$ cat config.mk
export PLATFORM = sky130hd
export DESIGN_NAME = fp_norm_shifter
export DESIGN_NICKNAME = d
export VERILOG_FILES = /design/src/rtl/fp_norm_pkg.sv /design/src/rtl/fp_norm_shifter_lzc_window.sv /design/src/rtl/fp_norm_shifter.sv
export SDC_FILE = /design/constraint.sdc
export NUM_CORES = 1
export LEC_CHECK = 0
export CAP_MARGIN = 40
export CORE_MARGIN = 3
export CORE_UTILIZATION = 48
export CTS_BUF_LIST = sky130_fd_sc_hd__clkbuf_8
export DETAILED_ROUTE_END_ITERATION = 12
export GPL_ROUTABILITY_DRIVEN = 0
export HOLD_SLACK_MARGIN = 0.05
export PLACE_DENSITY = 0.79
export SLEW_MARGIN = 20
export SYNTH_ARGS = -nofsm -noshare
export SYNTH_HDL_FRONTEND = slang
export SYNTH_SLANG_ARGS = --single-unit
export TNS_END_PERCENT = 1
$ cat constraint.sdc
create_clock -name clk -period 4.08 [get_ports clk]
set_clock_uncertainty 0.2 [all_clocks]
set_input_delay 0.816 -clock clk [delete_from_list [all_inputs] [get_ports clk]]
set_output_delay 0.816 -clock clk [all_outputs]
set_load 0.02 [all_outputs]
$ cat src/rtl/fp_norm_pkg.sv
// Shared constants and types for the floating-point normalise/round datapath.
package fp_norm_pkg;

    typedef enum logic [1:0] {
        IDLE  = 2'd0,
        SHIFT = 2'd1,
        DONE  = 2'd2
    } norm_state_t;

    localparam int DEF_WIDTH   = 26;
    localparam int DEF_EXP_W   = 8;
    localparam int DEF_EXP_MIN = 1;

    // Width needed to hold a shift count of 0..w.
    function automatic int shamt_width(input int w);
        return $clog2(w + 1);
    endfunction

endpackage

$ cat src/rtl/fp_norm_shifter_lzc_window.sv
// Leading-zero count over the top STEP bits of the mantissa; STEP when all zero.
module lzc_window #(
    parameter int STEP = 4
) (
    input  logic [STEP-1:0]              window,
    output logic [$clog2(STEP+1)-1:0]    lz
);

    localparam int LZW = $clog2(STEP + 1);

    logic found;

    always_comb begin
        lz    = LZW'(STEP);
        found = 1'b0;
        for (int unsigned i = 0; i < STEP; i++) begin
            if (!found && window[STEP-1-i]) begin
                lz    = LZW'(i);
                found = 1'b1;
            end
        end
    end

endmodule

$ cat src/rtl/fp_norm_shifter.sv
// Multi-cycle mantissa normaliser: shifts left up to STEP bits per clock,
// tracking the exponent and clamping it at EXP_MIN to produce denormals.
module fp_norm_shifter
    import fp_norm_pkg::*;
#(
    parameter int WIDTH   = DEF_WIDTH,
    parameter int EXP_W   = DEF_EXP_W,
    parameter int STEP    = 4,
    parameter int EXP_MIN = DEF_EXP_MIN
) (
    input  logic                          clk,
    input  logic                          rst_n,
    input  logic                          in_valid,
    output logic                          in_ready,
    input  logic [WIDTH-1:0]              in_mant,
    input  logic [EXP_W-1:0]              in_exp,
    output logic                          out_valid,
    input  logic                          out_ready,
    output logic [WIDTH-1:0]              out_mant,
    output logic [EXP_W-1:0]              out_exp,
    output logic [shamt_width(WIDTH)-1:0] out_shamt,
    output logic                          out_zero,
    output logic                          out_denorm,
    output logic                          busy
);

    localparam int SHW = shamt_width(WIDTH);
    localparam int LZW = $clog2(STEP + 1);
    localparam int CW  = (EXP_W > LZW) ? EXP_W : LZW;

    norm_state_t      state;
    logic [WIDTH-1:0] mant;
    logic [EXP_W-1:0] exp_r;
    logic [SHW-1:0]   shamt;
    logic             zero;
    logic             denorm;

    logic [LZW-1:0]   lz;
    logic [EXP_W-1:0] room;
    logic [CW-1:0]    room_c;
    logic [CW-1:0]    lz_c;
    logic [LZW-1:0]   s;

    lzc_window #(.STEP(STEP)) u_lzc (
        .window (mant[WIDTH-1 -: STEP]),
        .lz     (lz)
    );

    // Shift is limited by the remaining exponent headroom above EXP_MIN.
    always_comb begin
        room   = (exp_r > EXP_W'(EXP_MIN)) ? exp_r - EXP_W'(EXP_MIN) : '0;
        room_c = CW'(room);
        lz_c   = CW'(lz);
        s      = LZW'((room_c < lz_c) ? room_c : lz_c);
    end

    always_ff @(posedge clk or negedge rst_n) begin
        if (!rst_n) begin
            state  <= IDLE;
            mant   <= '0;
            exp_r  <= '0;
            shamt  <= '0;
            zero   <= 1'b0;
            denorm <= 1'b0;
        end else begin
            case (state)
                IDLE: begin
                    if (in_valid) begin
                        mant   <= in_mant;
                        exp_r  <= in_exp;
                        shamt  <= '0;
                        zero   <= 1'b0;
                        denorm <= 1'b0;
                        state  <= SHIFT;
                    end
                end
                SHIFT: begin
                    if (mant == '0) begin
                        zero  <= 1'b1;
                        exp_r <= '0;
                        shamt <= '0;
                        state <= DONE;
                    end else if (mant[WIDTH-1]) begin
                        state <= DONE;
                    end else if (exp_r <= EXP_W'(EXP_MIN)) begin
                        denorm <= 1'b1;
                        state  <= DONE;
                    end else begin
                        mant  <= mant << s;
                        exp_r <= exp_r - EXP_W'(s);
                        shamt <= shamt + SHW'(s);
                    end
                end
                DONE: begin
                    if (out_ready) state <= IDLE;
                end
                default: state <= IDLE;
            endcase
        end
    end

    assign in_ready   = (state == IDLE);
    assign out_valid  = (state == DONE);
    assign busy       = (state != IDLE);
    assign out_mant   = mant;
    assign out_exp    = exp_r;
    assign out_shamt  = shamt;
    assign out_zero   = zero;
    assign out_denorm = denorm;

endmodule

# Yosys cells after proc, flatten, opt, wreduce, memory -nomap -nowiden
# Index checks and enable logic that the tools add are counted.
[totals]
reg_bits = 43
elab_cells = 79
input_bits = 38
[op_classes]
magnitude_cmp = 3
n_shift = 1
muxes = 37
eq_ne = 12
addsub = 3
reduce_logical = 16
[ops]
columns = ["operator", "count"]
rows = [
  ["two-way mux 26 bit", 4],
  ["case mux 26 bit (2 select lines)", 1],
  ["two-way mux 8 bit", 5],
  ["logical NOT 26 bit", 1],
  ["<< shifter 26 x 3 -> 26 bit", 1],
  ["two-way mux 5 bit", 4],
  ["case mux 8 bit (2 select lines)", 1],
  ["two-way mux 3 bit", 5],
  ["!= test 2 bit (second input constant)", 6],
  ["two-way mux 2 bit", 5],
  ["case mux 5 bit (2 select lines)", 1],
  ["AND reduction 5 bit", 2],
  ["AND reduction 3 bit", 3],
  ["> comparator 8 x 1 -> 1 bit (second input constant)", 1],
  ["less-or-equal comparator 8 x 1 -> 1 bit (second input constant)", 1],
  ["less-than comparator 8 x 3 -> 1 bit", 1],
  ["two-way mux 1 bit", 8],
  ["subtractor 8 x 1 -> 8 bit (second input constant)", 1],
  ["subtractor 8 x 3 -> 8 bit", 1],
  ["!= test 3 bit (second input constant)", 2],
  ["case mux 2 bit (3 select lines)", 1],
  ["adder 5 x 3 -> 5 bit", 1],
  ["!= test 4 bit (second input constant)", 1],
  ["case mux 1 bit (2 select lines)", 2],
  ["other kinds (8)", 13],
]

# Longest topological paths before layout
# Gate-level depths: netlist of the first run.
[depth]
depth_word = 17
ltp_mapped = 18

# By module
# From an unflattened synthesis of the first run, not the netlist that was laid out.
[hier_totals]
cells_unflattened = 408
hier_area_um2 = 3420.8
[by_module_without_submodules]
columns = ["mod", "area_each_um2", "n_inst", "cells_per_inst"]
rows = [
  ["fp_norm_shifter", 3380.7, 1, 402],
  ["lzc_window", 40.0, 1, 6],
]

# Least setup slack after synthesis of the first run
# OpenSTA, ideal clock, no wires.
[synth_timing]
path_kind = "reg2reg"
startpoint = "register exp_r[4], in the netlist out_exp[4]"
endpoint = "register exp_r[2], in the netlist out_exp[2]"
synth_period_minus_slack_ns = 4.547
n_path_buf = 4
stages_incl_launch_ff = 18
required_time_ns = 3.754
arrival_time_ns = 4.221
setup_slack_ns = -0.467
path_cell_list = "dfrtp_1 > buf_2 > or4_1 > nor2_1 > o21ai_1 > ha_1 > or4_4 > a2111oi_4 > or2_2 > o211a_1 > buf_6 > buf_6 > buf_2 > nor2_1 > fa_1 > xnor2_1 > o21ai_0 > a221o_1"
[synth_via]
elab_chain_len = 9
[synth_rtl]
columns = ["item", "line_no", "text"]
rows = [
  ["from (decl)", "fp_norm_shifter.sv:33", "logic [EXP_W-1:0] exp_r;"],
  ["from (signal assigned)", "fp_norm_shifter.sv:70", "exp_r <= in_exp;"],
  ["from (signal assigned)", "fp_norm_shifter.sv:90", "exp_r <= exp_r - EXP_W'(s);"],
  ["subtractor 8 x 1 -> 8 bit / > comparator 8 x 1 -> 1 bit (equally long branches)", "fp_norm_shifter.sv:51", "room = (exp_r > EXP_W'(EXP_MIN)) ? exp_r - EXP_W'(EXP_MIN) : '0;"],
  ["two-way mux 8 bit", "fp_norm_shifter.sv:51", ""],
  ["less-than comparator 8 x 3 -> 1 bit", "fp_norm_shifter.sv:54", "s = LZW'((room_c < lz_c) ? room_c : lz_c);"],
  ["two-way mux 3 bit", "fp_norm_shifter.sv:54", ""],
  ["subtractor 8 x 3 -> 8 bit", "fp_norm_shifter.sv:90", ""],
  ["two-way mux 8 bit", "fp_norm_shifter.sv:85", "end else if (exp_r <= EXP_W'(EXP_MIN)) begin"],
  ["two-way mux 8 bit", "fp_norm_shifter.sv:83", "end else if (mant[WIDTH-1]) begin"],
  ["two-way mux 8 bit", "fp_norm_shifter.sv:78", "if (mant == '0) begin"],
  ["case mux 8 bit (2 select lines)", "fp_norm_shifter.sv:66", "case (state)"],
]
# Several ways; a longest one is shown, not always the timed one. The select of a mux whose other input is x is not followed.
# A chain may end at the register's enable or synchronous reset.

# Worst setup path in the final report of the first run
[layout_timing]
startpoint = "register exp_r[4], in the netlist out_exp[4]"
endpoint = "register exp_r[5], in the netlist out_exp[5]"
# The elaborated chain is that of the path after synthesis.

==> results.py, run 1 <==
metrics = {
    "clocking": {
        "ctsHoldBuffers": 0,
        "cts_htree_levels": 2,
        "cts_tree": "yes",
        "cts.sinks": 43,
        "cts_buffers": 5,
        "worst_skew_late_latency_ns": 0.31,
        "clock_path_buffers": 2,
        "clock-root-buffer": "clkbuf_8",
        "worst_setup_hold_path_clk_slew_ns": 0.09,
    },
    "floorplanning": {
        "die_area_um2": 8870,
        "initial_utilization": 0.504,
        "fp.coreArea_um2": 7410,
        "placementRows": 31,
        "die_y_um": 94.2,
        "die_w_um": 94.2,
        "io_pins": 82,
    },
    "global_routing": {
        "gr-total-overflow": 0,
        "grt_first_pass_wirelength_um": 20500,
        "grt_start_max_net_pins": 25,
        "vias_in_the_first_global_route": 4159,
        "grt_use_total": 0.289,
        "grt_antenna_before_repair": 0,
    },
    "pwr": {
        "vdd_drop_max_uv": 401,
        "p_leak_nw": 2.08,
        "power.total_mw": 4.52,
        "cellPowerDensity_nw_per_um2": 890,
    },
    "timing": {
        "highest_clock_frequency_the_design_can_meet_mhz": 251,
        "rsz0062_at_grt": "true",
        "slew_viol_final": 0,
        "period_needed_ns": 3.99,
        "timing_worst_slew_pin_value_ns": 0.721,
        "maxSlewHeadroom": 0.516,
        "setup_tns_ns": 0,
        "final_min_period_over_clock_period": 0.978,
        "final-hold-violation-count": 0,
        "setup_violations": 0,
    },
    "layout": {
        "fraction_of_layout_cells_with_a_size_suffix_above_1": 0.163,
        "signed_area_change_from_the_synthesized_netlist_to_the_final_layout_pct": 36.2,
        "layout_commonest_cell": "clkdlybuf4s50_1",
        "layout_common_cells": "clkdlybuf4s50_1 (80), nand2_1 (42), dfrtp_1 (41)",
        "antenna-diode-count": 0,
        "final_nets": 590,
    },
    "logic_synthesis": {
        "ys_seq_elements": 43,
        "synth_sequential_area_ratio": 0.288,
        "yosys.area.top_type": "dfrtp_1",
        "synth_edf_count": 0,
        "dominantRegCellSynth": "dfrtp_1",
        "synthesized_net_count": 494,
        "yosysWarnings": 0,
        "post_synthesis_cell_area_um2": 3730,
        "synth.area.top_cells": "dfrtp_1 (29%), mux2i_1 (7.2%), nand2_1 (4.2%)",
        "synth-async-reset-ratio": 1.00,
        "yosys.area.top_type_share": 0.288,
        "post_synth_num_cell_types": 76,
        "syn_area_cell_um2": 8.33,
        "syn-instance-count": 448,
    },
    "placed_design": {
        "port-buffer-count": 81,
        "dpl.hpwl_um": 9300,
    },
    "min_path": {
        "timing.hold.worst.class": "input port to asynchronous set/reset pin",
    },
    "setup_path": {
        "critical_path_most_common_cell": "or4_4",
        "critPathSlowestCell": "or4_4",
        "worst_ep_required_time_ns": 4.06,
        "crit_chain": "or4_4 -> nor2_4 -> o21ai_2 -> ha_2 -> or4_4 -> a2111oi_4 -> o211ai_1 -> o211a_4 -> inv_6 -> ha_1 -> inv_1 -> a21o_1 -> maj3_2 -> o311ai_2 -> o311ai_1",
        "worst_setup_path_start_kind": "register",
        "endpoint_kind": "register",
        "timing.setup.critical_path_class": "register to register",
        "crit_buf_inv": 2,
        "timing.critical_path.max_delay_family": "compound AO/OA/AOI/OAI gates",
        "worstPathArrival_ns": 3.97,
        "timing.critical_path.fanout_max": 5,
        "reg2reg_slack_ns": 0.09,
        "critical-path-max-stage-delay_ns": 0.57,
    },
    "routing": {
        "drc": 0,
        "count_of_routing_violations_after_the_opening_detailed_route_iteration": 378,
        "detailedRoute.firstPassIterationCount": 7,
        "drt-wirelength-per-cell_um": 20.0,
        "drtAntennaViolNets": 0,
        "vias_per_cell": 6.47,
        "route.final.wire_length_um": 12900,
        "vias_post_dr": 4167,
    },
    "run": {
        "max-cap-violations": 0,
    },
    "outcome": {
        "run_status": "finished clean",
    },
}
==> sequential cells by signal (all words and copies together), names as in the netlist <==
register	count
out_mant	26
out_denorm	1
out_shamt	5
out_zero	1
out_exp	8
state	2
==> timing repair <==
item,CTS,global route
setup endpoints to repair,0,19
buffers inserted,0,5
endpoints found under the hold margin,0,0
resized for setup,0,20
==> cell usage after synthesis (all sizes together) (3+ instances only) <==
master / instances
inv: 15
nor2: 42
a31oi: 15
a21oi: 26
a22oi: 3
dfrtp: 43
o311ai: 6
mux2: 11
a22o: 7
nor3: 24
a2111oi: 3
nand2b: 7
a211oi: 4
nand3: 15
a21o: 3
buf: 13
mux2i: 31
nor2b: 4
o211ai: 6
o21ai: 23
a221oi: 6
or3: 5
or2: 4
and3: 11
clkbuf: 14
nand2: 42
nor4: 9
ha: 7
o21bai: 4
==> through the flow <==
step | hold slack, ns | setup WS (ns) | util | instance area [um2] | std cells
global route | 0.331 | -0.0953 | 0.686 | 5080 | 644
global placement | 0.302 | 0.168 | 0.646 | 4790 | 629
detailed placement | 0.311 | 0.0593 | 0.650 | 4820 | 630
finish | 0.304 | 0.0915 | 0.686 | 5080 | 644
CTS | 0.319 | 0.0288 | 0.664 | 4920 | 638
floorplan | 0.320 | -0.0312 | - | 3790 | 448
==> worst paths after layout <==
path,from,end,cells past startpoint
worst max-delay path,out_exp[4]$_DFFE_PN0P_,out_exp[5]$_DFFE_PN0P_,15
worst min-delay path,rst_n,out_exp[0]$_DFFE_PN0P_,1
worst max register to register,out_exp[4]$_DFFE_PN0P_,out_exp[5]$_DFFE_PN0P_,15
worst min register to register,out_zero$_DFFE_PN0P_,out_zero$_DFFE_PN0P_,1
max in group asynchronous,rst_n,out_exp[4]$_DFFE_PN0P_,2
min in group clk,out_zero$_DFFE_PN0P_,out_zero$_DFFE_PN0P_,1
==> worst register-to-register path, delay by kind of cell (launching register included) <==
kind	cells	cell delay (ns)
AOI/OAI and AO/OA	7	1.36
and+or+nand+nor	3	1.11
buffers and inverters	2	0.10
DFF	1	0.42
adders and majority gates	3	0.68
==> per-layer routing <==
metal  vias to the layer above  wire length (um)  GRT usage  part of all wire
met1                      1953              5110      0.371              0.40
met4                         0               297     0.0951             0.023
met2                       268              6250      0.485              0.48
met3                        42              1240     0.0577             0.096
met5                         -                 0          0                 0
li1                       1904                 -          -                 -
==> final cells by class <==
cell class / instances / area, um2
Clock inverter: 3 / 37.5
Fill cell: 598 / 2330
Clock buffer: 5 / 68.8
Tap cell: 99 / 124
Inverter: 15 / 61.3
Sequential cell: 43 / 1080
Timing Repair Buffer: 116 / 1150
Multi-Input combinational cell: 363 / 2560
==> cells by family after synthesis <==
family | Yosys count | share of synthesized area
AOI/OAI and AO/OA | 134 | 0.260
xor gates and xnor gates | 3 | 0.00704
adders and majority gates | 10 | 0.0345
buffers and inverters | 42 | 0.0560
DFF | 43 | 0.288
muxes | 42 | 0.120
and+or+nand+nor | 174 | 0.234
==> power by group <==
part	leakage [nW]	switching [mW]	total [mW]	internal [mW]
Clock	0.0607	0.160	0.339	0.179
Combinational	1.49	1.83	3.30	1.47
Sequential	0.526	0.280	0.887	0.607
No activity file was read; power rests on OpenSTA's default activity.
==> run 2, diff against run 1 <==
--- a/config.mk
+++ b/config.mk
@@ -6,13 +6,16 @@
 export NUM_CORES = 1
 export LEC_CHECK = 0
 export CAP_MARGIN = 40
+export CELL_PAD_IN_SITES_DETAIL_PLACEMENT = 0
+export CELL_PAD_IN_SITES_GLOBAL_PLACEMENT = 1
 export CORE_MARGIN = 3
-export CORE_UTILIZATION = 48
+export CORE_UTILIZATION = 35
 export CTS_BUF_LIST = sky130_fd_sc_hd__clkbuf_8
+export CTS_CLUSTER_DIAMETER = 150
 export DETAILED_ROUTE_END_ITERATION = 12
 export GPL_ROUTABILITY_DRIVEN = 0
 export HOLD_SLACK_MARGIN = 0.05
-export PLACE_DENSITY = 0.79
+export PLACE_DENSITY_LB_ADDON = 0.1
 export SLEW_MARGIN = 20
 export SYNTH_ARGS = -nofsm -noshare
 export SYNTH_HDL_FRONTEND = slang
==> run 2 against run 1 <==
Against the previous run: worst setup slack worse by 0.063 ns; final cell count up 7.3%; utilization down 18 points; non-clock buffer count up 10; first-iteration DRC count down 31%; critical path type unchanged; largest cell class unchanged; sequential cell count unchanged; clock power up 21%; critical endpoint unchanged; sequential power up 2%.
==> results.py, run 2 (synthesis gave the netlist of run 1 again) <==
metrics = {
    "outcome": {
        "run_status": "finished clean",
    },
    "clocking": {
        "clock_path_buffers": 2,
        "worst_setup_hold_path_clk_slew_ns": 0.10,
        "worst_skew_late_latency_ns": 0.31,
        "clock-root-buffer": "clkbuf_8",
        "cts_buffers": 5,
        "cts_tree": "yes",
        "cts.sinks": 43,
        "cts_htree_levels": 2,
    },
    "floorplanning": {
        "die_w_um": 109,
        "io_pins": 82,
        "initial_utilization": 0.361,
        "die_y_um": 109,
        "placementRows": 37,
        "die_area_um2": 11900,
        "fp.coreArea_um2": 10300,
    },
    "setup_path": {
        "worst_setup_path_start_kind": "register",
        "critPathSlowestCell": "or4_4",
        "worst_ep_required_time_ns": 4.06,
        "crit_chain": "or4_4 -> nor2_4 -> o21ai_2 -> ha_2 -> nor4_1 -> o21ai_0 -> o21ai_1 -> and2_2 -> inv_2 -> ha_1 -> a21o_1 -> maj3_2 -> o311ai_1 -> o311ai_1",
        "worstPathArrival_ns": 4.03,
        "timing.setup.critical_path_class": "register to register",
        "critical_path_most_common_cell": "o311ai_1",
        "timing.critical_path.fanout_max": 5,
        "critical-path-max-stage-delay_ns": 0.57,
        "endpoint_kind": "register",
    },
    "timing": {
        "slew_viol_final": 0,
        "final_min_period_over_clock_period": 0.993,
        "highest_clock_frequency_the_design_can_meet_mhz": 247,
        "worst_hold_slack_ns": 0.282,
        "setup_violations": 0,
        "rsz0062_at_grt": "true",
        "final-hold-violation-count": 0,
        "period_needed_ns": 4.05,
        "maxSlewHeadroom": 0.500,
        "timing_worst_slew_pin_value_ns": 0.745,
    },
    "routing": {
        "drtAntennaViolNets": 0,
        "route.final.wire_length_um": 14000,
        "vias_post_dr": 4063,
        "drc": 0,
        "count_of_routing_violations_after_the_opening_detailed_route_iteration": 261,
        "vias_per_cell": 5.88,
        "detailedRoute.firstPassIterationCount": 5,
        "drt-wirelength-per-cell_um": 20.3,
    },
    "layout": {
        "signed_area_change_from_the_synthesized_netlist_to_the_final_layout_pct": 40.1,
        "layout.area.seq_um2": 1080,
        "design_area_um2": 5230,
        "multi_input_comb_area_um2": 2600,
        "final_nets": 600,
        "layout_common_cells": "clkdlybuf4s50_1 (80), nand2_1 (42), dfrtp_1 (41), buf_4 (41), nor2_1 (39)",
        "fraction_of_layout_cells_with_a_size_suffix_above_1": 0.187,
        "n_fill_cell": 1016,
        "antenna-diode-count": 0,
        "largest_register_ffs": 26,
        "layout_commonest_cell": "clkdlybuf4s50_1",
    },
    "global_routing": {
        "grt_start_max_net_pins": 25,
        "grt_use_total": 0.233,
        "grt_first_pass_wirelength_um": 21600,
        "gr-total-overflow": 0,
        "vias_in_the_first_global_route": 3996,
        "grt_antenna_before_repair": 0,
    },
    "placed_design": {
        "dpl.hpwl_um": 10200,
        "placed_area_um2": 4880,
        "port-buffer-count": 81,
    },
    "pwr": {
        "cellPowerDensity_nw_per_um2": 897,
        "p_leak_nw": 2.11,
        "power.total_mw": 4.69,
        "vdd_drop_max_uv": 369,
    },
    "min_path": {
        "timing.hold.worst.class": "input port to asynchronous set/reset pin",
    },
    "run": {
        "max-cap-violations": 0,
    },
}
[run 2: changes by cell type in the layout (fill, tap and decap cells not counted), sizes merged]
cell	change
buf	+10
bufinv	+1
inv	-1
[run 2: timing repair]
action / in CTS / in global routing
gates resized for setup: 0 / 24
setup endpoints to repair: 0 / 21
buffers inserted: 0 / 8
hold buffers: 0 / 0
[run 2: worst paths after layout]
kind,cells past startpoint,endpoint,start,slack [ns]
max in group asynchronous,2,out_exp[4]$_DFFE_PN0P_,rst_n,2.85
hold / removal,1,out_exp[0]$_DFFE_PN0P_,rst_n,0.28
setup / recovery,14,out_exp[5]$_DFFE_PN0P_,out_exp[4]$_DFFE_PN0P_,0.03
min in group clk,1,out_shamt[4]$_DFFE_PN0P_,out_shamt[4]$_DFFE_PN0P_,0.33
hold reg to reg,1,out_shamt[4]$_DFFE_PN0P_,out_shamt[4]$_DFFE_PN0P_,0.33
setup reg to reg,14,out_exp[5]$_DFFE_PN0P_,out_exp[4]$_DFFE_PN0P_,0.03
[run 2: through the flow]
step                      TNS, ns  worst slack, ns  utilization  std cells
after global routing       -0.390          -0.0969        0.506        691
after CTS                       0           0.0185        0.486        682
final                           0           0.0283        0.506        691
after detailed placement        0           0.0514        0.473        674
after floorplan           -0.0753          -0.0312            -        448
after global placement          0           0.0159        0.471        673
[run 2: power by group]
group	internal, mW	total, mW	switching (mW)	leakage [nW]
Sequential	0.606	0.905	0.299	0.526
Clock	0.243	0.410	0.167	0.0695
Combinational	1.55	3.37	1.83	1.52
Total	2.40	4.69	2.29	2.11
[run 2: worst max-delay path: cells and delay by family, from the launching register on]
kind            cells  cell delay, ns
simple gates        4            1.22
compound gates      6            1.22
fa+ha+maj           3            0.81
flops               1            0.41
buf+inv             1            0.07
[run 2: per-layer routing]
layer	GRT usage	vias up	wire (um)
met4	0.0579	0	248
li1	-	1917	-
met1	0.308	1965	6230
met3	0.0278	26	729
met2	0.405	155	6800
met5	0	-	0
[run 2: layout make-up]
cell class,count,share of cell area
Clock buffer,5,0.0132
Timing Repair Buffer,126,0.228
Inverter,15,0.0112
Sequential cell,43,0.206
Tap cell,136,0.0326
Clock inverter,3,0.0122
Multi-Input combinational cell,363,0.497
==> run 3, diff against run 2 <==
--- a/config.mk
+++ b/config.mk
@@ -8,6 +8,7 @@
 export CAP_MARGIN = 40
 export CELL_PAD_IN_SITES_DETAIL_PLACEMENT = 0
 export CELL_PAD_IN_SITES_GLOBAL_PLACEMENT = 1
+export CORE_ASPECT_RATIO = 2
 export CORE_MARGIN = 3
 export CORE_UTILIZATION = 35
 export CTS_BUF_LIST = sky130_fd_sc_hd__clkbuf_8
==> constraint.sdc (replaced) <==
create_clock -name clk -period 4.08 [get_ports clk]
set_clock_uncertainty 0.2 [all_clocks]
set_input_delay 0.816 -clock clk [delete_from_list [all_inputs] [get_ports clk]]
set_output_delay 0.816 -clock clk [all_outputs]
set_load 0.05 [all_outputs]
==> run 3 against run 2 <==
Against the previous run: final cell count is 0.58% higher; die area is 0.62% higher; non-clock buffer count grew 5; sequential share of layout area is essentially flat; worst setup slack improved by 0.069 ns; count of clock-buffer cells in the layout did not move; critical path depth is 3 higher.
==> results.py, run 3 (synthesis gave the netlist of run 1 again) <==
metrics = {
    "routing": {
        "vias_per_cell": 6.07,
        "vias_post_dr": 4219,
        "drc": 0,
        "drtAntennaViolNets": 0,
        "count_of_routing_violations_after_the_opening_detailed_route_iteration": 192,
        "detailedRoute.firstPassIterationCount": 5,
        "drt-wirelength-per-cell_um": 22.5,
        "route.final.wire_length_um": 15600,
    },
    "floorplanning": {
        "die_w_um": 79.0,
        "initial_utilization": 0.363,
        "io_pins": 82,
        "die_area_um2": 12000,
        "fp.coreArea_um2": 10300,
        "die_y_um": 152,
        "placementRows": 52,
    },
    "timing": {
        "timing_worst_slew_pin_value_ns": 0.735,
        "worst_hold_slack_ns": 0.296,
        "slew_viol_final": 0,
        "maxSlewHeadroom": 0.507,
        "final-hold-violation-count": 0,
        "rsz0062_at_grt": "true",
        "period_needed_ns": 3.98,
        "final_min_period_over_clock_period": 0.976,
        "setup_violations": 0,
        "highest_clock_frequency_the_design_can_meet_mhz": 251,
    },
    "setup_path": {
        "timing.critical_path.fanout_max": 7,
        "crit_buf_inv": 4,
        "timing.critical_path.max_delay_family": "simple AND/OR/NAND/NOR gates",
        "endpoint_kind": "register",
        "worst_setup_path_start_kind": "register",
        "critPathSlowestCell": "or4_4",
        "critical-path-max-stage-delay_ns": 0.56,
        "worstPathArrival_ns": 3.98,
        "timing.setup.critical_path_class": "register to register",
        "critical_path_most_common_cell": "or4_4",
        "crit_chain": "or4_4 -> nor2_4 -> o21ai_2 -> ha_2 -> or4_4 -> a2111oi_4 -> buf_4 -> or2_4 -> o211a_4 -> buf_12 -> inv_2 -> ha_1 -> inv_1 -> a21o_1 -> maj3_2 -> nor4_1 -> a311o_1",
        "worst_ep_required_time_ns": 4.08,
    },
    "clocking": {
        "cts_htree_levels": 2,
        "cts.sinks": 43,
        "worst_skew_late_latency_ns": 0.31,
        "clock_path_buffers": 2,
        "cts_tree": "yes",
        "worst_setup_hold_path_clk_slew_ns": 0.09,
        "clock-root-buffer": "clkbuf_8",
        "cts_buffers": 5,
    },
    "layout": {
        "fraction_of_layout_cells_with_a_size_suffix_above_1": 0.196,
        "antenna-diode-count": 0,
        "final_nets": 605,
        "layout_common_cells": "clkdlybuf4s50_1 (80), buf_4 (46), nand2_1 (42)",
        "signed_area_change_from_the_synthesized_netlist_to_the_final_layout_pct": 40.0,
        "n_fill_cell": 1072,
        "layoutNonFillerInstCount": 695,
        "layout_commonest_cell": "clkdlybuf4s50_1",
        "largest_register_ffs": 26,
    },
    "min_path": {
        "timing.hold.worst.class": "input port to asynchronous set/reset pin",
    },
    "pwr": {
        "p_leak_nw": 2.13,
        "cellPowerDensity_nw_per_um2": 993,
        "vdd_drop_max_uv": 585,
    },
    "placed_design": {
        "port-buffer-count": 81,
        "placedCellCount": 676,
        "dpl.hpwl_um": 11500,
    },
    "global_routing": {
        "grt_first_pass_wirelength_um": 24000,
        "grt_use_total": 0.259,
        "grt_antenna_before_repair": 0,
        "gr-total-overflow": 0,
        "vias_in_the_first_global_route": 4355,
        "grt_start_max_net_pins": 31,
    },
    "run": {
        "max-cap-violations": 0,
    },
    "outcome": {
        "run_status": "finished clean",
    },
}
run 3: cell types whose count changed in the layout (fill, tap and decap cells not counted), moves of 2 or more:
cell | previous run | this run
buf_4 | 41 | 46
inv_2 | 1 | 3
bufinv_16 | 2 | 0
mux2i_1 | 22 | 25
o311ai_2 | 1 | 3
mux2i_2 | 5 | 3
run 3: area by class of cell:
cell class              count  area, um2  area share
clock buffers               5       68.8      0.0132
clock inverters             3       16.3     0.00311
inverters                  15       56.3      0.0108
multi-input cells         363       2590       0.496
flip-flops and latches     43       1080       0.207
well taps                 135        169      0.0323
repair buffers            131       1240       0.238
run 3: worst paths after layout:
check	from	cells after the start	to	slack, ns
max	out_exp[4]$_DFFE_PN0P_	17	out_exp[3]$_DFFE_PN0P_	0.1
min in group clk	out_denorm$_DFFE_PN0P_	2	out_denorm$_DFFE_PN0P_	0.34
min	rst_n	1	out_exp[0]$_DFFE_PN0P_	0.30
min reg2reg	out_denorm$_DFFE_PN0P_	2	out_denorm$_DFFE_PN0P_	0.34
max reg2reg	out_exp[4]$_DFFE_PN0P_	17	out_exp[3]$_DFFE_PN0P_	0.1
max in group asynchronous	rst_n	2	out_mant[20]$_DFFE_PN0P_	2.84
run 3: layer usage:
| layer | up-vias | part of all wire | GRT usage |
|---|---|---|---|
| li1 | 1926 | - | - |
| met1 | 2076 | 0.35 | 0.260 |
| met2 | 166 | 0.56 | 0.490 |
| met3 | 51 | 0.031 | 0.0231 |
| met4 | 0 | 0.057 | 0.159 |
| met5 | - | 0 | 0 |
run 3: where the power goes:
| group | internal (mW) | switching [mW] |
|---|---|---|
| sequential | 0.607 | 0.310 |
| combinational | 1.62 | 2.36 |
| clock | 0.118 | 0.176 |
| total | 2.34 | 2.85 |
run 3: stage by stage:
stage / setup slack [ns] / power (mW) / setup TNS [ns] / area (um2) / utilization
finish: 0.0978 / 5.19 / 0 / 5220 / 0.508
global route: -0.0426 / 5.47 / -0.0854 / 5220 / 0.508
CTS: -0.00337 / 5.01 / -0.00337 / 5100 / 0.496
detailed placement: 0.0126 / 4.51 / 0 / 4900 / 0.477
global placement: 0.0986 / 4.48 / 0 / 4880 / 0.475
floorplan: -0.220 / 3.31 / -1.02 / 3790 / -
run 3: repair_timing:
action	CTS	global route
setup endpoints to repair	1	23
gates cloned	1	0
pin swaps	9	11
hold buffers	0	0
setup buffers	7	3
gates resized for setup	2	19
hold endpoints to repair	0	0
